File: src/rtl/game_controller.sv
// Tic-tac-toe game controller: move validation, win/draw detection and turn sequencing.
// Optional per-turn forfeit timer is compiled in when TURN_TIMEOUT_EN is defined.
module game_controller #(
   parameter logic [31:0] TIMEOUT_CYCLES = 32'd100000000
) (
   input  logic        clk,
   input  logic        reset,
   input  logic        start,
   input  logic        moveValid,
   input  logic [3:0]  moveCell,
   output logic [17:0] board,
   output logic [1:0]  curPlayer,
   output logic [1:0]  state,
   output logic        moveAck,
   output logic        moveNack,
   output logic        Xwins,
   output logic        Owins,
   output logic        draw,
   output logic        timeout
);

   typedef enum logic [1:0] {
      IDLE      = 2'b00,
      WAIT_MOVE = 2'b01,
      CHECK     = 2'b10,
      GAME_OVER = 2'b11
   } state_t;

   localparam logic [1:0] PLAYER_X   = 2'b10;
   localparam logic [1:0] PLAYER_O   = 2'b01;
   localparam logic [1:0] CELL_EMPTY = 2'b00;

   state_t      state_q, state_d;
   logic [17:0] board_q, board_d;
   logic [1:0]  cur_player_q, cur_player_d;
   logic [3:0]  move_cnt_q, move_cnt_d;
   logic        xwins_q, xwins_d;
   logic        owins_q, owins_d;
   logic        draw_q, draw_d;
   logic        move_ack_q, move_ack_d;
   logic        move_nack_q, move_nack_d;
   logic        timeout_q, timeout_d;

   logic [1:0]  cell_val;
   logic        move_ok;
   logic        x_line, o_line;

`ifdef TURN_TIMEOUT_EN
   logic [31:0] timer_q, timer_d;
`endif

   function automatic logic has_line(input logic [17:0] b, input logic [1:0] p);
      logic [8:0] m;
      for (int unsigned i = 0; i < 9; i++) m[i] = (b[2*i +: 2] == p);
      return (m[0] & m[1] & m[2]) | (m[3] & m[4] & m[5]) | (m[6] & m[7] & m[8]) |
             (m[0] & m[3] & m[6]) | (m[1] & m[4] & m[7]) | (m[2] & m[5] & m[8]) |
             (m[0] & m[4] & m[8]) | (m[2] & m[4] & m[6]);
   endfunction

   always_comb begin
      cell_val = CELL_EMPTY;
      for (int unsigned i = 0; i < 9; i++)
         if (moveCell == i[3:0]) cell_val = board_q[2*i +: 2];
   end

   assign move_ok = moveValid && (moveCell <= 4'd8) && (cell_val == CELL_EMPTY);
   assign x_line  = has_line(board_q, PLAYER_X);
   assign o_line  = has_line(board_q, PLAYER_O);

   always_comb begin
      state_d      = state_q;
      board_d      = board_q;
      cur_player_d = cur_player_q;
      move_cnt_d   = move_cnt_q;
      xwins_d      = xwins_q;
      owins_d      = owins_q;
      draw_d       = draw_q;
      move_ack_d   = 1'b0;
      move_nack_d  = 1'b0;
      timeout_d    = 1'b0;
`ifdef TURN_TIMEOUT_EN
      timer_d      = timer_q;
`endif
      case (state_q)
         IDLE, GAME_OVER: begin
            if (start) begin
               board_d      = '0;
               cur_player_d = PLAYER_X;
               move_cnt_d   = '0;
               xwins_d      = 1'b0;
               owins_d      = 1'b0;
               draw_d       = 1'b0;
               state_d      = WAIT_MOVE;
`ifdef TURN_TIMEOUT_EN
               timer_d      = '0;
`endif
            end
         end
         WAIT_MOVE: begin
            if (move_ok) begin
               for (int unsigned i = 0; i < 9; i++)
                  if (moveCell == i[3:0]) board_d[2*i +: 2] = cur_player_q;
               move_cnt_d = move_cnt_q + 4'd1;
               move_ack_d = 1'b1;
               state_d    = CHECK;
`ifdef TURN_TIMEOUT_EN
               timer_d    = '0;
`endif
            end else begin
               move_nack_d = moveValid;
`ifdef TURN_TIMEOUT_EN
               // a rejected request does not restart the turn timer
               if (timer_q == TIMEOUT_CYCLES - 32'd1) begin
                  timeout_d    = 1'b1;
                  cur_player_d = (cur_player_q == PLAYER_X) ? PLAYER_O : PLAYER_X;
                  timer_d      = '0;
               end else begin
                  timer_d = timer_q + 32'd1;
               end
`endif
            end
         end
         CHECK: begin
            if (x_line) begin
               xwins_d = 1'b1;
               state_d = GAME_OVER;
            end else if (o_line) begin
               owins_d = 1'b1;
               state_d = GAME_OVER;
            end else if (move_cnt_q == 4'd9) begin
               draw_d  = 1'b1;
               state_d = GAME_OVER;
            end else begin
               cur_player_d = (cur_player_q == PLAYER_X) ? PLAYER_O : PLAYER_X;
               state_d      = WAIT_MOVE;
`ifdef TURN_TIMEOUT_EN
               timer_d      = '0;
`endif
            end
         end
      endcase
   end

   always_ff @(posedge clk) begin
      if (reset) begin
         state_q      <= IDLE;
         board_q      <= '0;
         cur_player_q <= PLAYER_X;
         move_cnt_q   <= '0;
         xwins_q      <= 1'b0;
         owins_q      <= 1'b0;
         draw_q       <= 1'b0;
         move_ack_q   <= 1'b0;
         move_nack_q  <= 1'b0;
         timeout_q    <= 1'b0;
`ifdef TURN_TIMEOUT_EN
         timer_q      <= '0;
`endif
      end else begin
         state_q      <= state_d;
         board_q      <= board_d;
         cur_player_q <= cur_player_d;
         move_cnt_q   <= move_cnt_d;
         xwins_q      <= xwins_d;
         owins_q      <= owins_d;
         draw_q       <= draw_d;
         move_ack_q   <= move_ack_d;
         move_nack_q  <= move_nack_d;
         timeout_q    <= timeout_d;
`ifdef TURN_TIMEOUT_EN
         timer_q      <= timer_d;
`endif
      end
   end

   assign board     = board_q;
   assign curPlayer = cur_player_q;
   assign state     = state_q;
   assign moveAck   = move_ack_q;
   assign moveNack  = move_nack_q;
   assign Xwins     = xwins_q;
   assign Owins     = owins_q;
   assign draw      = draw_q;
   assign timeout   = timeout_q;

endmodule

File: config.mk
export PLATFORM = sky130hd
export DESIGN_NAME = game_controller
export DESIGN_NICKNAME = d
export VERILOG_FILES = /design/src/rtl/game_controller.sv
export SDC_FILE = /design/constraint.sdc
export NUM_CORES = 1
export LEC_CHECK = 0
export ABC_CLOCK_PERIOD_IN_PS = 2700
export CORE_MARGIN = 8
export CORE_UTILIZATION = 40
export DETAILED_ROUTE_END_ITERATION = 7
export GPL_ROUTABILITY_DRIVEN = 0
export PLACE_DENSITY = 0.67
export SETUP_SLACK_MARGIN = 0.3
export SYNTH_ARGS = -nofsm -noshare
export SYNTH_HDL_FRONTEND = slang
export SYNTH_SLANG_ARGS = --single-unit
File: constraint.sdc
create_clock -name clk -period 2.7 [get_ports clk]
set_input_delay 0.675 -clock clk [delete_from_list [all_inputs] [get_ports clk]]
set_output_delay 0.675 -clock clk [all_outputs]
set_load 0.05 [all_outputs]
* Word-level counts from Yosys, hierarchy flattened
Cells that the tools add are included. W data, S select, Z words.
Operators by class: $add $sub $neg 1, $lt $le $gt $ge 1, eq/ne operators 48, mux-type cells 47, bitwise logic cells 47, reductions and logical operators 25
Operators by type and width (count):
- $mux W2 | 28
- $reduce_and A4 Y1 | 10
- $mux W18 | 2
- $pmux W18 S2 | 1
- $ne A2 B2 Y1 const B | 17
- $and A1 B1 Y1 | 32
- $eq A2 B2 Y1 const B | 12
- $eq A2 B1 Y1 const B | 10
- $eq A4 B3 Y1 const B | 4
- $or A1 B1 Y1 | 14
- $reduce_and A5 Y1 | 2
- $eq A4 B2 Y1 const B | 2
- $eq A4 B4 Y1 const B | 2
- $mux W1 | 8
- $mux W4 | 2
- $pmux W4 S2 | 1
- $pmux W1 S2 | 3
- $pmux W2 S3 | 1
- $reduce_and A3 Y1 | 2
- $add A4 B1 Y4 const B | 1
- $eq A4 B1 Y1 const B | 1
- $le A4 B4 Y1 const B | 1
- $logic_not A2 Y1 | 2
- $logic_not A4 Y1 | 1
- other kinds (7) | 10
Word-level totals: register bits 31, bits of input ports 8, output and inout bits 28, logic and storage cells 186

* Logic depth before layout (Yosys ltp)
depth in word-level cells 14, mapped depth 8, mapped depth without buffers 7

* Least setup slack after synthesis
Ideal clock, no wire load.
path kind in2reg, start input moveCell[0], end register state_q[0], in the netlist state[0], setup time 121 ps, data arrival time 2377 ps, required time 2579 ps, path slack 202 ps, cell stages on the path 6, buffers on the path 1, cells stage by stage buf_6 > or4b_4 > or3_4 > a21o_1 > a31oi_1 > mux2_2
Between the ends: word-level cells in the longest chain between the ends 14, elaborated cells on any way between the ends 24, those cells by class order compare (1); eq/ne (9); mux (9); reduce/logical (5)
Ends and longest elaborated chain:
- start: declaration | RTL line 10 | input logic [3:0] moveCell,
- $logic_not A4 Y1 | RTL line 63 | if (moveCell == i[3:0]) cell_val = board_q[2*i +: 2];
- $mux W2 (9 in series) | RTL line 63
- $logic_not A2 Y1 | RTL line 66 | assign move_ok = moveValid && (moveCell <= 4'd8) && (cell_val == CELL_EMPTY);
- $logic_and A1 B1 Y1 (*) | RTL line 66
- $ne A2 B2 Y1 (no source line) (*)
- $reduce_and A2 Y1 (no source line) (*)
- end signal: assignment | RTL line 160 | state_q <= state_d;
- end: declaration | RTL line 33 | state_t state_q, state_d;
Every way passes the cells marked *; elsewhere a longest branch is shown, timed or not. A chain may end at the register's enable or synchronous reset.

* Worst setup path after layout
start register board_q[12], in the netlist board[12], end output board[12]
RTL lines:
- start: declaration | RTL line 34 | logic [17:0] board_q, board_d;
- start signal: assignment | RTL line 161 | board_q <= board_d;
- end: declaration | RTL line 11 | output logic [17:0] board,
No word-level cell between the ends.

==> run summary <==
## Yosys
- **dominant combinational cell family by area after synthesis** simple AND/OR/NAND/NOR gates
- **sequential element share of the synthesized area** 32.6%
- **post-synthesis compound-gate area fraction** 23.5%
- **gate count after technology mapping** 236
- **count of yosys warnings during synthesis** 0
- **commonest register cell after synthesis** sky130_fd_sc_hd__dfxtp_1
- **number of synthesized flops with an enable pin** 0
- **post-synthesis instance area** 0.00191 mm2
- **adder-cell share of the synthesized area** 3.28%
- **net count after synthesis** 249
- **synth unique cells** 48
- **per-instance average area after synthesis** 8.07 um2
- **async set-or-reset flop fraction in the synthesized netlist** 0%
- **portion of netlist area occupied by mux cells** 0.591%
- **Yosys reg bits** 31
- **Synth Area in XOR/XNOR** 0%
- **simple-gate area share of the yosys netlist** 34.8%

## Cells and area
- **area occupied by registers** 621 um2
- **layout net count** 308
- **final std cells w/o fill** 350
- **area growth from synthesis to final layout** 38.9%
- **fraction of final layout cells sized beyond drive strength 1** 18.6%
- **antenna diode instance count** 0
- **multi-input combinational cell area** 0.00125 mm2
- **total of fill cells in the finished design** 448

## Worst setup path
- **arrival time at the worst endpoint** 1.67 ns
- **family with the most delay on the worst path** buffers and inverters
- **Largest stage delay, worst path** 0.88 ns
- **maximum fanout along the worst path** 9
- **critical path cell sequence** clkdlybuf4s50_1
- **critical path class** reg2out
- **slowest CP cell** sky130_fd_sc_hd__clkdlybuf4s50_1
- **Setup crit end kind** output port
- **Critical path buffers and inverters** 1
- **Worst Setup Start Kind** flip-flop
- **required time at the worst-slack endpoint** 2.03 ns

## Power and ir drop
- **switching fraction of total power** 30.8%
- **P per Cell Area** 492 mW/mm2
- **maximum resistive drop on vdd** 0.455 mV
- **sequential share of power** 37.1%
- **net switching component of the power** 401 uW
- **final total power** 1300 uW
- **relative contribution of the clock network to total power** 36.1%
- **share of power burned in combinational logic** 26.9%
- **Internal Power** 901 uW
- **Leakage** 0.000961 uW

## Clocking
- **clock transition at the registers of the reported paths** 0.06 ns
- **TritonCTS Buffers** 5
- **Clock Path Buffers** 2
- **clock latency on the worst-skew pair** 0.28 ns
- **maximum level of the CTS H-tree** 2
- **Root Driver** sky130_fd_sc_hd__clkbuf_8
- **TritonCTS clock tree** built
- **clock sink count** 31

## Flow run
- **number of maximum-capacitance violations** 0

## STA
- **Final Worst Setup Slack** 0.358 ns
- **transition time of the tightest slew-check pin** 0.671 ns
- **Tcrit/Tclk final** 86.7%
- **Achievable Freq** 427 MHz
- **max_slew headroom** 55.2%
- **final clock skew** 0.00699 ns
- **post-route minimum period** 2.34 ns
- **Final Hold Viols** 0
- **RSZ-0062 raised after global routing** true
- **final count of negative-setup-slack endpoints** 0
- **number of pins with negative max-slew slack in the final report** 0
- **Fin Hold WS** 0.469 ns

## Floorplanning
- **placeable core region** 0.00466 mm2
- **Die Outline Area** 0.00723 mm2
- **Chip Width** 85.0 um
- **effective utilization at floorplan** 40.9%
- **Placement Rows** 25
- **I/O Pins** 36
- **vertical die dimension** 85.0 um

## Detailed routing
- **DR DRC count** 0
- **First-pass DRT Iterations** 4
- **final routed wirelength across all metal layers** 5.71 mm
- **via density per instance** 5.84
- **WL/cell** 16.3 um
- **First DRT Iteration DRCs** 155
- **DR vias** 2043
- **number of nets with antenna violations after routing** 0

## Global route
- **leftover overflow at the end of global routing** 0
- **number of antenna violations at the first check in global routing** 0
- **largest net degree at the start of global routing** 22
- **total track usage** 15.8%
- **number of global-route vias before repair** 1969
- **wire length of the first global-routing pass** 9.43 mm

## Placed design
- **post-placement cell count** 338
- **count of input and output buffers** 34
- **Setup Slack @ Placement** -0.402 ns
- **HPWL after detailed placement** 4.28 mm

## Min path
- **min-delay worst type** reg2reg

## Outcome
- **status** complete, no violations

routing by layer:
metal | vias to the layer above | routed length [um] | track usage [%]
met5 | - | 0 | 0
met4 | 0 | 127 | 5.50
met3 | 13 | 368 | 4.63
met2 | 59 | 2800 | 27.5
met1 | 968 | 2410 | 17.7
li1 | 1003 | - | -
cell usage after synthesis (all sizes together) (2+ instances only):
master	count	share of area [%]
nor4	2	0.66
nand2b	4	1.3
o41ai	2	0.92
or4	2	0.79
nor3	5	1.3
a31oi	4	1.3
o311ai	3	1.4
nor2b	11	3.6
or4b	2	1.2
nand4	4	1.3
inv	10	2.0
clkbuf	5	0.99
nor4bb	16	8.4
ha	5	3.3
a21o	2	0.79
or3	7	2.6
buf	5	2.1
a21oi	6	2.2
o31ai	10	3.9
nand2	32	6.3
dfxtp	31	33
o21ai	23	6.2
nand3b	3	1.2
nand3	7	1.8
o21a	3	1.2
o211ai	2	0.79
o32ai	2	1.3
nor2	16	3.2
registers in the layout (all words and copies together) (netlist names):
| signal | cells |
|---|---|
| Xwins | 1 |
| moveNack | 1 |
| move_cnt_q | 4 |
| Owins | 1 |
| state | 2 |
| curPlayer | 2 |
| board | 18 |
| draw | 1 |
| moveAck | 1 |
through the flow:
| step | setup TNS, ns | util, % | area [um2] |
|---|---|---|---|
| finish | 0 | 56.8 | 2650 |
| global route | 0 | 56.8 | 2650 |
| CTS | 0 | 56.3 | 2630 |
| detailed placement | -4.74 | 52.5 | 2450 |
| global placement | -4.17 | 52.5 | 2450 |
| floorplan | 0 | - | 1910 |
power by group through the flow:
stage / combinational (uW) / sequential (uW) / clock (uW)
5_1_grt: 380 / 485 / 502
2_1_floorplan: 173 / 531 / 0
6_report: 350 / 483 / 469
3_3_place_gp: 323 / 493 / 0
4_1_cts: 344 / 483 / 479
3_5_place_dp: 323 / 493 / 0
layout by cell type, fill, tap and decap left out, types with 2 or more instances in the layout:
cell                               n
sky130_fd_sc_hd__nand2b_1          4
sky130_fd_sc_hd__nor4bb_1         16
sky130_fd_sc_hd__dlymetal6s2s_1    2
sky130_fd_sc_hd__o21ai_0          21
sky130_fd_sc_hd__nand4_1           4
sky130_fd_sc_hd__nand3_1           7
sky130_fd_sc_hd__a31oi_1           3
sky130_fd_sc_hd__or4b_4            2
sky130_fd_sc_hd__a21o_1            2
sky130_fd_sc_hd__nand3b_1          3
sky130_fd_sc_hd__clkbuf_8          6
sky130_fd_sc_hd__a21oi_1           5
sky130_fd_sc_hd__ha_1              5
sky130_fd_sc_hd__buf_2             2
sky130_fd_sc_hd__nand2_1          32
sky130_fd_sc_hd__nor3_1            5
sky130_fd_sc_hd__nor4_1            2
sky130_fd_sc_hd__clkbuf_2          2
sky130_fd_sc_hd__dfxtp_1          31
sky130_fd_sc_hd__o211ai_1          2
sky130_fd_sc_hd__o21a_1            3
sky130_fd_sc_hd__inv_1            10
sky130_fd_sc_hd__or3_1             6
sky130_fd_sc_hd__buf_4            26
sky130_fd_sc_hd__clkdlybuf4s50_1  28
sky130_fd_sc_hd__nor2_1           15
sky130_fd_sc_hd__o31ai_1          10
sky130_fd_sc_hd__nor2b_1          11
sky130_fd_sc_hd__o41ai_2           2
timing repair:
action / in CTS / in global routing
hold buffers: 0 / 0
endpoints found under the setup margin: 26 / 24
endpoints found under the hold margin: 0 / 0
gates resized for setup: 18 / 12
gates cloned: 0 / 0
setup buffers: 4 / 0
pin swaps: 5 / 6
layout make-up:
type                    instances  share of cell area, %
flip-flops and latches         31                   23.4
well taps                      54                   2.55
repair buffers                 62                   20.8
inverters                      10                   1.42
multi-input cells             185                   47.3
clock buffers                   6                   3.12
clock inverters                 2                   1.32
worst reg2reg max path, cell delays in order, from the launching register on:
cell	delay, ns
sky130_fd_sc_hd__dfxtp_1	0.40
sky130_fd_sc_hd__nor4bb_1	0.18
sky130_fd_sc_hd__o311ai_0	0.39
sky130_fd_sc_hd__nand4_1	0.32
sky130_fd_sc_hd__a311oi_1	0.48
sky130_fd_sc_hd__o22a_1	0.24
sky130_fd_sc_hd__o21ai_0	0.08
cells by family after synthesis:
logic type                 Yosys count
DFF                                 31
buffers and inverters               20
adders and majority gates            5
AOI/OAI and AO/OA                   64
muxes                                1
other                                1
and+or+nand+nor                    114
path summary, 6_finish.rpt:
path                               start                   endpoint  slack (ns)  depth (start not counted)
setup / recovery  board[12]$_SDFFE_PP0P_                  board[12]        0.36                          1
setup reg to reg   board[9]$_SDFFE_PP0P_  curPlayer[0]$_SDFFE_PP0P_        0.50                          6
hold / removal        Owins$_SDFFE_PP0P_         Owins$_SDFFE_PP0P_        0.47                          1
hold reg to reg       Owins$_SDFFE_PP0P_         Owins$_SDFFE_PP0P_        0.47                          1
No activity file was read; power rests on OpenSTA's default activity.
